===== src/rtl/altpcie_pll_phase_step_if.sv =====
// Signal bundle between the PCLK phase aligner, this stepper and the PLL
// dynamic phase-shift port. The slave side is the stepper itself.
interface altpcie_pll_phase_step_if;
   logic       step_req;
   logic       step_dir;
   logic       step_done_n;
   logic [3:0] pll_phasecounterselect;
   logic       pll_phaseupdown;
   logic       pll_phasestep;
   logic       pll_phasedone;

   modport master (
      output step_req,
      output step_dir,
      output pll_phasedone,
      input  step_done_n,
      input  pll_phasecounterselect,
      input  pll_phaseupdown,
      input  pll_phasestep
   );

   modport slave (
      input  step_req,
      input  step_dir,
      input  pll_phasedone,
      output step_done_n,
      output pll_phasecounterselect,
      output pll_phaseupdown,
      output pll_phasestep
   );
endinterface


===== src/rtl/altpcie_pll_phase_step.sv =====
// Turns the aligner's level step request into a timed PLL phasestep pulse,
// tracks the phasedone handshake, and keeps a saturating signed tap count.
module altpcie_pll_phase_step #(
   parameter logic [3:0] CNT_SEL      = 4'b0000,
   parameter int         STEP_HOLD    = 2,
   parameter int         DONE_TIMEOUT = 255
) (
   input  logic                      clock,
   input  logic                      rst,
   altpcie_pll_phase_step_if.slave   bus,
   output logic                      busy,
   output logic signed [7:0]         tap_pos,
   output logic                      timeout_err
);

   localparam logic [3:0] HOLD_LOAD   = 4'(STEP_HOLD);
   localparam logic [7:0] TIMEOUT_LIM = 8'(DONE_TIMEOUT);

   typedef enum logic [2:0] {
      IDLE,
      SETUP,
      STEP,
      WAIT_LO,
      WAIT_HI,
      ACK
   } state_t;

   state_t             state;
   logic               done_meta;
   logic               done_s;
   logic [3:0]         hold_cnt;
   logic [7:0]         timer;
   logic [7:0]         timer_inc;
   logic signed [7:0]  tap_next;

   // phasedone is launched from the PLL with no relation to our clock; idle level is 1.
   always_ff @(posedge clock) begin
      if (rst) begin
         done_meta <= 1'b1;
         done_s    <= 1'b1;
      end else begin
         done_meta <= bus.pll_phasedone;
         done_s    <= done_meta;
      end
   end

   assign timer_inc = (timer == 8'hFF) ? timer : timer + 8'd1;

   // Direction comes from the latched copy so late step_dir wiggles cannot skew the count.
   always_comb begin
      tap_next = tap_pos;
      if (bus.pll_phaseupdown) begin
         if (tap_pos != 8'sh80) tap_next = tap_pos - 8'sd1;
      end else begin
         if (tap_pos != 8'sh7F) tap_next = tap_pos + 8'sd1;
      end
   end

   always_ff @(posedge clock) begin
      if (rst) begin
         state                      <= IDLE;
         bus.step_done_n            <= 1'b1;
         bus.pll_phasecounterselect <= CNT_SEL;
         bus.pll_phaseupdown        <= 1'b0;
         bus.pll_phasestep          <= 1'b0;
         busy                       <= 1'b0;
         tap_pos                    <= 8'sd0;
         timeout_err                <= 1'b0;
         hold_cnt                   <= 4'd0;
         timer                      <= 8'd0;
      end else begin
         bus.pll_phasecounterselect <= CNT_SEL;
         case (state)
            IDLE: begin
               if (bus.step_req) begin
                  bus.pll_phaseupdown <= bus.step_dir;
                  timer               <= 8'd0;
                  busy                <= 1'b1;
                  state               <= SETUP;
               end
            end
            SETUP: begin
               bus.pll_phasestep <= 1'b1;
               hold_cnt          <= HOLD_LOAD;
               state             <= STEP;
            end
            STEP: begin
               if (hold_cnt <= 4'd1) begin
                  bus.pll_phasestep <= 1'b0;
                  state             <= WAIT_LO;
               end else begin
                  hold_cnt <= hold_cnt - 4'd1;
               end
            end
            WAIT_LO: begin
               if (!done_s) begin
                  timer <= 8'd0;
                  state <= WAIT_HI;
               end else if (timer_inc == TIMEOUT_LIM) begin
                  timeout_err     <= 1'b1;
                  bus.step_done_n <= 1'b0;
                  state           <= ACK;
               end else begin
                  timer <= timer_inc;
               end
            end
            WAIT_HI: begin
               if (done_s) begin
                  tap_pos         <= tap_next;
                  bus.step_done_n <= 1'b0;
                  state           <= ACK;
               end else if (timer_inc == TIMEOUT_LIM) begin
                  timeout_err     <= 1'b1;
                  bus.step_done_n <= 1'b0;
                  state           <= ACK;
               end else begin
                  timer <= timer_inc;
               end
            end
            ACK: begin
               if (!bus.step_req) begin
                  bus.step_done_n <= 1'b1;
                  busy            <= 1'b0;
                  state           <= IDLE;
               end
            end
            default: begin
               bus.pll_phasestep <= 1'b0;
               bus.step_done_n   <= 1'b1;
               busy              <= 1'b0;
               state             <= IDLE;
            end
         endcase
      end
   end

endmodule


===== src/flat_wrapper.sv =====
// flat-port wrapper written by rule: the top's interface ports become plain ports
module altpcie_pll_phase_step_flat 
#(
   parameter logic [3:0] CNT_SEL      = 4'b0000,
   parameter int         STEP_HOLD    = 2,
   parameter int         DONE_TIMEOUT = 255
)
  (clock, rst, busy, tap_pos, timeout_err, bus_step_req, bus_step_dir, bus_pll_phasedone, bus_step_done_n, bus_pll_phasecounterselect, bus_pll_phaseupdown, bus_pll_phasestep);
  altpcie_pll_phase_step_if bus_i ();
  input  logic clock;
  input  logic rst;
  output logic busy;
  output logic signed [7:0] tap_pos;
  output logic timeout_err;
  input wire logic [$bits(bus_i.step_req)-1:0] bus_step_req;
  input wire logic [$bits(bus_i.step_dir)-1:0] bus_step_dir;
  input wire logic [$bits(bus_i.pll_phasedone)-1:0] bus_pll_phasedone;
  output wire logic [$bits(bus_i.step_done_n)-1:0] bus_step_done_n;
  output wire logic [$bits(bus_i.pll_phasecounterselect)-1:0] bus_pll_phasecounterselect;
  output wire logic [$bits(bus_i.pll_phaseupdown)-1:0] bus_pll_phaseupdown;
  output wire logic [$bits(bus_i.pll_phasestep)-1:0] bus_pll_phasestep;
  assign bus_i.step_req = bus_step_req;
  assign bus_i.step_dir = bus_step_dir;
  assign bus_i.pll_phasedone = bus_pll_phasedone;
  assign bus_step_done_n = bus_i.step_done_n;
  assign bus_pll_phasecounterselect = bus_i.pll_phasecounterselect;
  assign bus_pll_phaseupdown = bus_i.pll_phaseupdown;
  assign bus_pll_phasestep = bus_i.pll_phasestep;
  altpcie_pll_phase_step #(.CNT_SEL(CNT_SEL), .STEP_HOLD(STEP_HOLD), .DONE_TIMEOUT(DONE_TIMEOUT)) u_core (.clock(clock), .rst(rst), .bus(bus_i), .busy(busy), .tap_pos(tap_pos), .timeout_err(timeout_err));
endmodule

===== config.mk =====
export PLATFORM = sky130hd
export DESIGN_NAME = altpcie_pll_phase_step_flat
export DESIGN_NICKNAME = d
export VERILOG_FILES = /design/src/rtl/altpcie_pll_phase_step_if.sv /design/src/rtl/altpcie_pll_phase_step.sv /design/src/flat_wrapper.sv
export SDC_FILE = /design/constraint.sdc
export NUM_CORES = 1
export LEC_CHECK = 0
export CORE_MARGIN = 2
export CORE_UTILIZATION = 45
export CTS_CLUSTER_DIAMETER = 200
export DETAILED_ROUTE_END_ITERATION = 10
export GPL_TIMING_DRIVEN = 0
export PLACE_DENSITY = 0.68
export SETUP_SLACK_MARGIN = 0.15
export SLEW_MARGIN = 0
export SYNTH_ARGS = -nofsm -noshare
export SYNTH_HDL_FRONTEND = slang
export SYNTH_SLANG_ARGS = --single-unit
export TNS_END_PERCENT = 30

===== constraint.sdc =====
create_clock -name clock -period 2.16 [get_ports clock]
set_input_delay 0.216 -clock clock [delete_from_list [all_inputs] [get_ports clock]]
set_output_delay 0.216 -clock clock [all_outputs]
set_load 0.005 [all_outputs]

# Word level (Yosys, flattened, before mapping)
# Cells that the tools add are included.
word_totals:
  word_cells: 84
  output_inout_bits: 17
  inputBits: 5
  register_bits: 30
classes:
  addsub: 4
  mux: 32
  n_bitwise: 3
  eq_ne: 16
  magnitude_cmp: 1
  n_reduce_logical: 17
op_table:
  columns: ["operator", "n"]
  rows:
  - ["$mux W8", 8]
  - ["$pmux W8 S3", 1]
  - ["$mux W3", 6]
  - ["$pmux W3 S6", 1]
  - ["$eq A8 B8 Y1 const B", 2]
  - ["$ne A8 B8 Y1 const B", 2]
  - ["$reduce_and A3 Y1", 5]
  - ["$mux W1", 10]
  - ["$ne A2 B2 Y1 const B", 5]
  - ["$add A8 B1 Y8 const B", 1]
  - ["$add A8 B2 Y8 const B", 1]
  - ["$pmux W4 S2", 1]
  - ["$reduce_or A4 Y1", 2]
  - ["$sub A8 B2 Y8 const B", 1]
  - ["$eq A3 B2 Y1 const B", 2]
  - ["$eq A3 B3 Y1 const B", 2]
  - ["$pmux W1 S3", 2]
  - ["$reduce_and A2 Y1", 3]
  - ["$reduce_bool A2 Y1", 3]
  - ["$le A4 B1 Y1 const B", 1]
  - ["$mux W4", 1]
  - ["$ne A2 B1 Y1 const B", 2]
  - ["$pmux W1 S4", 1]
  - ["$reduce_and A4 Y1", 1]
  - ["other kinds (7)", 9]

# Depth between registers and ports, before layout
# Gate-level depths: netlist of the first run.
depth:
  word_depth: 6
  depth_mapped: 8

# Worst setup path before layout of the first run
# OpenSTA, ideal clock, no wires.
synth_path:
  path_type: "reg2reg"
  start: "register u_core.bus.pll_phaseupdown"
  end: "register u_core.tap_pos[7]"
  path_stages_with_launch: 7
  slack_ns: 0.294
  n_path_buf: 0
  arrival_ns: 1.745
  t_required_ns: 2.039
  setup_ns: 0.121
  cell_sequence: "dfxtp_1 ha_1 a21oi_1 o2111ai_1 a21oi_1 and3b_1 mux2_4"
synth_via:
  elab_chain_len: 2
  elab_cells_between_ends: 4
  classes_between: "1 x eq/ne; 1 x mux; 2 x reduce/logical"
synth_lines:
  columns: ["item", "line", "source"]
  rows:
  - ["from (decl)", "altpcie_pll_phase_step_if.sv:28", "output pll_phaseupdown,"]
  - ["from (signal assigned)", "altpcie_pll_phase_step.sv:76", "bus.pll_phaseupdown <= bus.step_dir;"]
  - ["$ne A2 B2 Y1 (no line) / $reduce_bool A2 Y1 (equally long branches)", null, null]
  - ["$reduce_and A4 Y1 (no line)", null, null]
  - ["to (signal assigned)", "altpcie_pll_phase_step.sv:109", "tap_pos <= tap_next;"]
  - ["to (decl)", "altpcie_pll_phase_step.sv:12", "output logic signed [7:0] tap_pos,"]
# Parallel ways exist; a longest one is shown, timed or not.
# A chain may end at the register's enable or synchronous reset.

# Final worst setup path of the first run
layout_path:
  start: "register u_core.timer[0]"
  end: "register u_core.state[1]"
layout_via:
  elab_chain_len: 6
  elab_cells_between_ends: 8
  classes_between: "1 x add/sub; 2 x eq/ne; 5 x mux"
layout_lines:
  columns: ["item", "line", "source"]
  rows:
  - ["from (decl)", "altpcie_pll_phase_step.sv:32", "logic [7:0] timer;"]
  - ["from (signal assigned)", "altpcie_pll_phase_step.sv:104", "timer <= timer_inc;"]
  - ["from (signal assigned)", "altpcie_pll_phase_step.sv:117", "timer <= timer_inc;"]
  - ["$add A8 B1 Y8 / $eq A8 B8 Y1 (equally long branches)", "altpcie_pll_phase_step.sv:47", "assign timer_inc = (timer == 8'hFF) ? timer : timer + 8'd1;"]
  - ["$mux W8 (*)", "altpcie_pll_phase_step.sv:47", null]
  - ["$eq A8 B8 Y1 (*)", "altpcie_pll_phase_step.sv:99, altpcie_pll_phase_step.sv:112", null]
  - ["$mux W3 (*)", null, null]
  - ["$mux W3 (on tied branches)", null, null]
  - ["$pmux W3 S6 (*)", null, null]
  - ["to (signal assigned)", "altpcie_pll_phase_step.sv:98", "state <= WAIT_HI;"]
  - ["to (signal assigned)", "altpcie_pll_phase_step.sv:102", "state <= ACK;"]
  - ["to (signal assigned)", "altpcie_pll_phase_step.sv:111", "state <= ACK;"]
  - ["to (decl)", "altpcie_pll_phase_step.sv:28", "state_t state;"]
# Every way passes the cells marked *; elsewhere a longest branch is shown, timed or not.

==> flow_metrics.env, run 1 <==
export IMPL_outcome="finished clean"
export IMPL_start_kind="flop"
export IMPL_ff2ff_path_depth=8
export IMPL_numCtsBuffers=5
export IMPL_io_buffers=16
export IMPL_dp_hpwl_microns=3311
export IMPL_cts_root_buf="clkbuf_8"
export IMPL_hold_viol_final=0
export IMPL_end_kind="flop"
export IMPL_place_congestion=0.8503
export IMPL_cts_tree="done"
export IMPL_drt_wl_total_microns=4580
export IMPL_max_freq_mhz=518.3
export IMPL_grt_pass1_vias=1756
export IMPL_design_core_area_sq_mm=0.004384
export IMPL_synth_seq_cells=30
export IMPL_critPathArrivalTime_ns=2.12
export IMPL_dieHeight_microns=71.55
export IMPL_r2r_start="u_core.timer[0]"
export IMPL_p_leak_nw=0.9068
export IMPL_worstHoldPathCells=2
export IMPL_htreeDepth=2
export IMPL_antenna_found_initial=0
export IMPL_p_switching_mw=0.5116
export IMPL_finalHoldWorstSlack_ns=0.3490
export IMPL_swShare_pct=31.17
export IMPL_tns_ns=0
export IMPL_clock_skew_ns=0.008651
export IMPL_power_density_mw_per_mm2=679.2
export IMPL_clockPowerShare_pct=34.5
export IMPL_num_vias=1901
export IMPL_nets=290
export IMPL_seqCellArea_sq_um=609.3
export IMPL_synth_area_sq_mm=0.002053
export IMPL_synth_cells=249
export IMPL_drc_errors=0
export IMPL_wire_per_inst_microns=13.96
export IMPL_grt_max_degree=13
export IMPL_grt_pass1_wl_microns=7900
export IMPL_slew_viol_final=0
export IMPL_p_int_mw=1.130
export IMPL_drive_gt1_share_pct=15.58
export IMPL_n_antenna_cell=0
export IMPL_rsz0062_at_grt="true"
export IMPL_cts_sinks=30
export IMPL_maxSlewHeadroom_pct=63.13
export IMPL_worstHoldStart="rst"
export IMPL_comb_power_share_pct=25.9
export IMPL_clk_transition_reported_paths_ns=0.07
export IMPL_hold_class="in -> reg"
export IMPL_period_minus_slack_ns=1.929
export IMPL_holdPathEnd="u_core.state[1]"
export IMPL_synth_cell_types=62
export IMPL_rows=24
export IMPL_max_cap_viol_count=0
export IMPL_tightest_slew_ns=0.5530
export IMPL_sequentialPowerShare_pct=39.6
export IMPL_drt_pass1_iterations=4
export IMPL_cts_setup_buffers=0
export IMPL_postCtsHoldBufs=0
export IMPL_syn_avg_cell_area_sq_um=8.246
export IMPL_reg2reg_slack_ns=0.23
export IMPL_ctsLongestPathBuffers=2
export IMPL_cp_required_ns=2.35
export IMPL_finalSetupViolCount=0
export IMPL_insertion_delay_ns=0.29
export IMPL_r2r_end="u_core.state[1]"
export IMPL_start_util_pct=46.83
export IMPL_multi_input_comb_area_sq_mm=0.001289
export IMPL_dieArea_sq_mm=0.005119
export IMPL_peakVddDrop_uv=394.4
export IMPL_final_common_cell="dfxtp_1"
export IMPL_die_w_microns=71.55
export IMPL_drt_iter0_drc=112
export IMPL_grt_usage_pct=19.29
export IMPL_n_fill_cell=422
export IMPL_area_growth_syn_to_layout_pct=17.67
export IMPL_async_flop_share_pct=0
export IMPL_ys_warn_count=0
export IMPL_synth_edff_count=0
export IMPL_grt_overflow=0
export IMPL_ys_seq_area_share_pct=29.25
export IMPL_ioPinCount=22
export IMPL_critPathKind="reg -> reg"
export IMPL_critPathMaxFanout=7
export IMPL_ant_nets=0
export IMPL_min_period_over_period_pct=89.33
export IMPL_final_cell_mix="dfxtp_1, nor2_1, inv_1"
export IMPL_viasPerCell=5.796
export IMPL_ys_dominant_reg_cell="dfxtp_1"
[flip-flops by register name (all words and copies together), names as in the netlist]
register                    flops
u_core.timer                    8
u_core.done_s                   1
u_core.bus.step_done_n          1
u_core.hold_cnt                 4
u_core.state                    3
u_core.timeout_err              1
u_core.busy                     1
u_core.bus.pll_phaseupdown      1
u_core.tap_pos                  8
u_core.bus.pll_phasestep        1
u_core.done_meta                1
[metrics by stage]
stage / cell area (sq um) / instances / worst slack (ns) / power, mW / util, %
global placement: 2290 / 320 / 0.08528 / 1.065 / 52.23
finish: 2416 / 328 / 0.2305 / 1.641 / 55.11
floorplan: 2064 / 252 / 0.2941 / 0.9676 / -
CTS: 2400 / 328 / 0.1044 / 1.637 / 54.74
detailed placement: 2290 / 320 / 0.04374 / 1.070 / 52.23
global route: 2416 / 328 / 0.1281 / 1.751 / 55.11
[synth_stat cells (all sizes together) (3+ instances only)]
library cell | number | area (sq um)
dfxtp | 30 | 600.6
nor2 | 22 | 82.58
inv | 20 | 75.07
a21oi | 17 | 88.84
o21ai | 15 | 86.34
nand3 | 14 | 70.07
nand2 | 12 | 45.04
buf | 11 | 90.08
ha | 9 | 112.6
a211oi | 6 | 45.04
nor2b | 6 | 37.54
a221oi | 5 | 43.79
clkbuf | 5 | 18.77
nand4 | 5 | 46.29
nor3 | 4 | 20.02
o2111ai | 4 | 35.03
o211ai | 4 | 30.03
a31oi | 3 | 25.02
and4 | 3 | 27.53
mux2 | 3 | 37.53
mux2i | 3 | 30.03
nand2b | 3 | 18.77
o21a | 3 | 22.52
or2 | 3 | 18.77
xnor2 | 3 | 26.28
xor2 | 3 | 26.28
[power by group through the flow]
stage	Sequential, mW	Clock, mW	Combinational (mW)
2_1_floorplan	0.649	0	0.318
3_3_place_gp	0.658	0	0.407
3_5_place_dp	0.659	0	0.410
4_1_cts	0.648	0.576	0.413
5_1_grt	0.658	0.606	0.487
6_report	0.649	0.567	0.425
[how the worst max path moves through the flow]
stage / endpoint / slack, ns / startpoint / cells after the start
3_3_place_gp: u_core.tap_pos[6] / 0.09 / u_core.bus.pll_phaseupdown / 7
2_1_floorplan: u_core.tap_pos[7] / 0.29 / u_core.bus.pll_phaseupdown / 6
6_report: u_core.state[1] / 0.23 / u_core.timer[0] / 8
3_5_place_dp: u_core.tap_pos[6] / 0.04 / u_core.bus.pll_phaseupdown / 7
5_1_grt: u_core.timer[6] / 0.13 / u_core.timer[0] / 8
4_1_cts: u_core.hold_cnt[3] / 0.10 / u_core.hold_cnt[0] / 7
[metal layers]
| metal | share of wire [%] | up-vias | global-route usage (%) |
|---|---|---|---|
| li1 | - | 963 | - |
| met1 | 46 | 869 | 26.18 |
| met2 | 46 | 60 | 30.86 |
| met3 | 5.9 | 9 | 3.797 |
| met4 | 1.3 | 0 | 6.289 |
| met5 | 0 | - | 0 |
[cells by family after synthesis]
logic type,count (synthesis),share of synthesized area (%)
buf+inv,36,8.958
simple gates,82,21.51
compound gates,78,27.79
mux,6,3.290
other cells,1,0.1826
xor+xnor,6,2.560
fa+ha+maj,10,6.460
flops,30,29.25
[worst max-delay path, cell delays in order, from the launching register on]
cell,delay (ns)
dfxtp_2,0.36
ha_1,0.21
buf_6,0.13
and3_1,0.18
buf_6,0.12
a32o_2,0.28
nand4_4,0.12
o21ai_2,0.07
a2111oi_2,0.35
[final cells by class]
type	count	area share, %
Buffer	16	4.505
Clock buffer	5	2.848
Clock inverter	3	1.657
Inverter	20	3.107
Multi-Input combinational cell	186	53.34
Sequential cell	30	25.22
Tap cell	52	2.693
Timing Repair Buffer	16	6.629
[repair_timing]
action,in CTS,in global routing
setup endpoints to repair,3,11
resized for setup,1,7
pin swaps,0,3
(Power assumes the default switching activity.)
==> inputs of run 2 (changes only) <==
- PLACE_DENSITY: 0.68 -> 0.7
- clock period: 2.16 -> 1.57 ns (I/O delays scaled with it)
==> run 2 against run 1 <==
  * The run now ends with setup timing left
  * Sequential cell count did not move
  * Maximum frequency increased by 6.9%
  * Clock power rose by 32%
  * Utilization is 12 points higher
  * Critical path depth shrank 1
  * Sequential share of layout area decreased by 3.6 points
  * Non-clock buffer count grew 22
  * Critical endpoint is now u_core.tap_pos[7]
  * Highest routed layer unchanged
==> flow_metrics.env, run 2 (same netlist as run 1, synthesis figures left out) <==
export IMPL_htreeDepth=2
export IMPL_n_fill_cell=357
export IMPL_nets=312
export IMPL_setup_slack_ns=-0.2342
export IMPL_drc_errors=0
export IMPL_r2r_end="u_core.tap_pos[7]"
export IMPL_insertion_delay_ns=0.28
export IMPL_critical_path_buf_inv_count=1
export IMPL_power_density_mw_per_mm2=824.9
export IMPL_end_kind="flop"
export IMPL_cts_root_buf="clkbuf_8"
export IMPL_path_delay_family="flip-flops"
export IMPL_tightest_slew_ns=0.6957
export IMPL_final_common_cell="buf_4"
export IMPL_grt_usage_pct=21.17
export IMPL_multi_input_comb_area_sq_mm=0.001567
export IMPL_place_congestion=0.8703
export IMPL_start_util_pct=46.83
export IMPL_drt_pass1_iterations=4
export IMPL_critPathKind="reg -> reg"
export IMPL_route_met3_wl_microns=298
export IMPL_rows=24
export IMPL_viasPerCell=5.966
export IMPL_reg2reg_slack_ns=-0.23
export IMPL_rsz0062_at_grt="true"
export IMPL_path_depth=7
export IMPL_antenna_found_initial=0
export IMPL_p_total_mw=2.426
export IMPL_start_kind="flop"
export IMPL_die_w_microns=71.55
export IMPL_hold_viol_final=0
export IMPL_outcome="complete, but fails checks"
export IMPL_finalHoldWorstSlack_ns=0.3622
export IMPL_dieArea_sq_mm=0.005119
export IMPL_dpl_cell_area_sq_mm=0.002382
export IMPL_slowest_delay_ns=0.38
export IMPL_cts_tree="done"
export IMPL_ctsLongestPathBuffers=2
export IMPL_critPathSlowestCell="dfxtp_4"
export IMPL_drt_wl_total_microns=5560
export IMPL_clk_transition_reported_paths_ns=0.08
export IMPL_worstHoldPathCells=2
export IMPL_max_freq_mhz=554.2
export IMPL_cts_sinks=30
export IMPL_crit_end="u_core.tap_pos[7]"
export IMPL_max_cap_viol_count=0
export IMPL_crit_chain="buf_12, ha_4, nand3_4, o2111ai_4, a21oi_2, and3b_1, mux2_4"
export IMPL_dieHeight_microns=71.55
export IMPL_clock_skew_ns=0.01369
export IMPL_tns_ns=-2.524
export IMPL_finalSetupViolCount=20
export IMPL_routed_top_layer="met4"
export IMPL_critPathArrivalTime_ns=1.97
export IMPL_hold_class="in -> reg"
export IMPL_n_antenna_cell=0
export IMPL_io_buffers=16
export IMPL_maxSlewHeadroom_pct=53.62
export IMPL_design_core_area_sq_mm=0.004384
export IMPL_critPathMaxFanout=6
export IMPL_num_vias=2088
export IMPL_drive_gt1_share_pct=38.26
export IMPL_largestRegisters="u_core.tap_pos x8, u_core.timer x8, u_core.hold_cnt x4"
export IMPL_wl_met2_microns=2629
export IMPL_area_growth_syn_to_layout_pct=43.21
export IMPL_ioPinCount=22
export IMPL_ff2ff_path_depth=7
export IMPL_ant_nets=0
export IMPL_grt_pass1_vias=1884
export IMPL_grt_max_degree=11
export IMPL_final_area_sq_mm=0.002940
export IMPL_grt_overflow=0
export IMPL_dp_hpwl_microns=3394
export IMPL_grt_pass1_wl_microns=8673
export IMPL_postCtsHoldBufs=0
export IMPL_slew_viol_final=0
export IMPL_pre_cts_ws_ns=-0.4256
export IMPL_wl_met1_microns=2533
export IMPL_drt_iter0_drc=184
export IMPL_numCtsBuffers=5
export IMPL_r2r_start="u_core.bus.pll_phaseupdown"
export IMPL_seqCellArea_sq_um=635.6
export IMPL_period_minus_slack_ns=1.804
export IMPL_min_period_over_period_pct=114.9
export IMPL_violations="setup timing"
export IMPL_final_cell_mix="buf_4, nor2_1, inv_1"
export IMPL_peakVddDrop_uv=464.9
export IMPL_crit_start="u_core.bus.pll_phaseupdown"
export IMPL_p_leak_nw=1.082
export IMPL_wire_per_inst_microns=15.89
export IMPL_cp_required_ns=1.73
run 2: where the power goes:
group          switching [mW]  leakage, nW  internal [mW]
clock                   0.303       0.0575          0.443
combinational           0.422        0.772          0.368
sequential             0.0650        0.252          0.825
total                   0.790         1.08           1.64
run 2: worst min-delay path by stage:
stage                      startpoint                to
global placement     u_core.done_meta     u_core.done_s
finish                            rst   u_core.state[1]
CTS                               rst   u_core.state[1]
detailed placement   u_core.done_meta     u_core.done_s
global route                      rst   u_core.state[1]
floorplan           bus_pll_phasedone  u_core.done_meta
run 2: area by class of cell:
class,instances,share of cell area [%]
Buffer,16,4.170
Timing Repair Buffer,38,12.43
Sequential cell,30,21.62
Inverter,20,2.553
Tap cell,52,2.213
Multi-Input combinational cell,186,53.28
Clock buffer,8,3.745
run 2: metal layers:
metal | GRT usage (%) | up-vias
li1 | - | 1005
met1 | 28.16 | 1007
met2 | 34.47 | 66
met3 | 4.641 | 10
met4 | 6.289 | 0
met5 | 0 | -
run 2: what timing repair did:
item | CTS | global route
endpoints found under the setup margin | 28 | 30
hold endpoints to repair | 0 | 0
setup buffers | 17 | 5
pin swaps | 22 | 16
resized for setup | 38 | 32
run 2: metrics by stage:
stage	instances	utilization (%)
2_1_floorplan	252	-
3_3_place_gp	320	54.34
3_5_place_dp	320	54.34
4_1_cts	345	63.33
5_1_grt	350	67.07
6_report	350	67.07
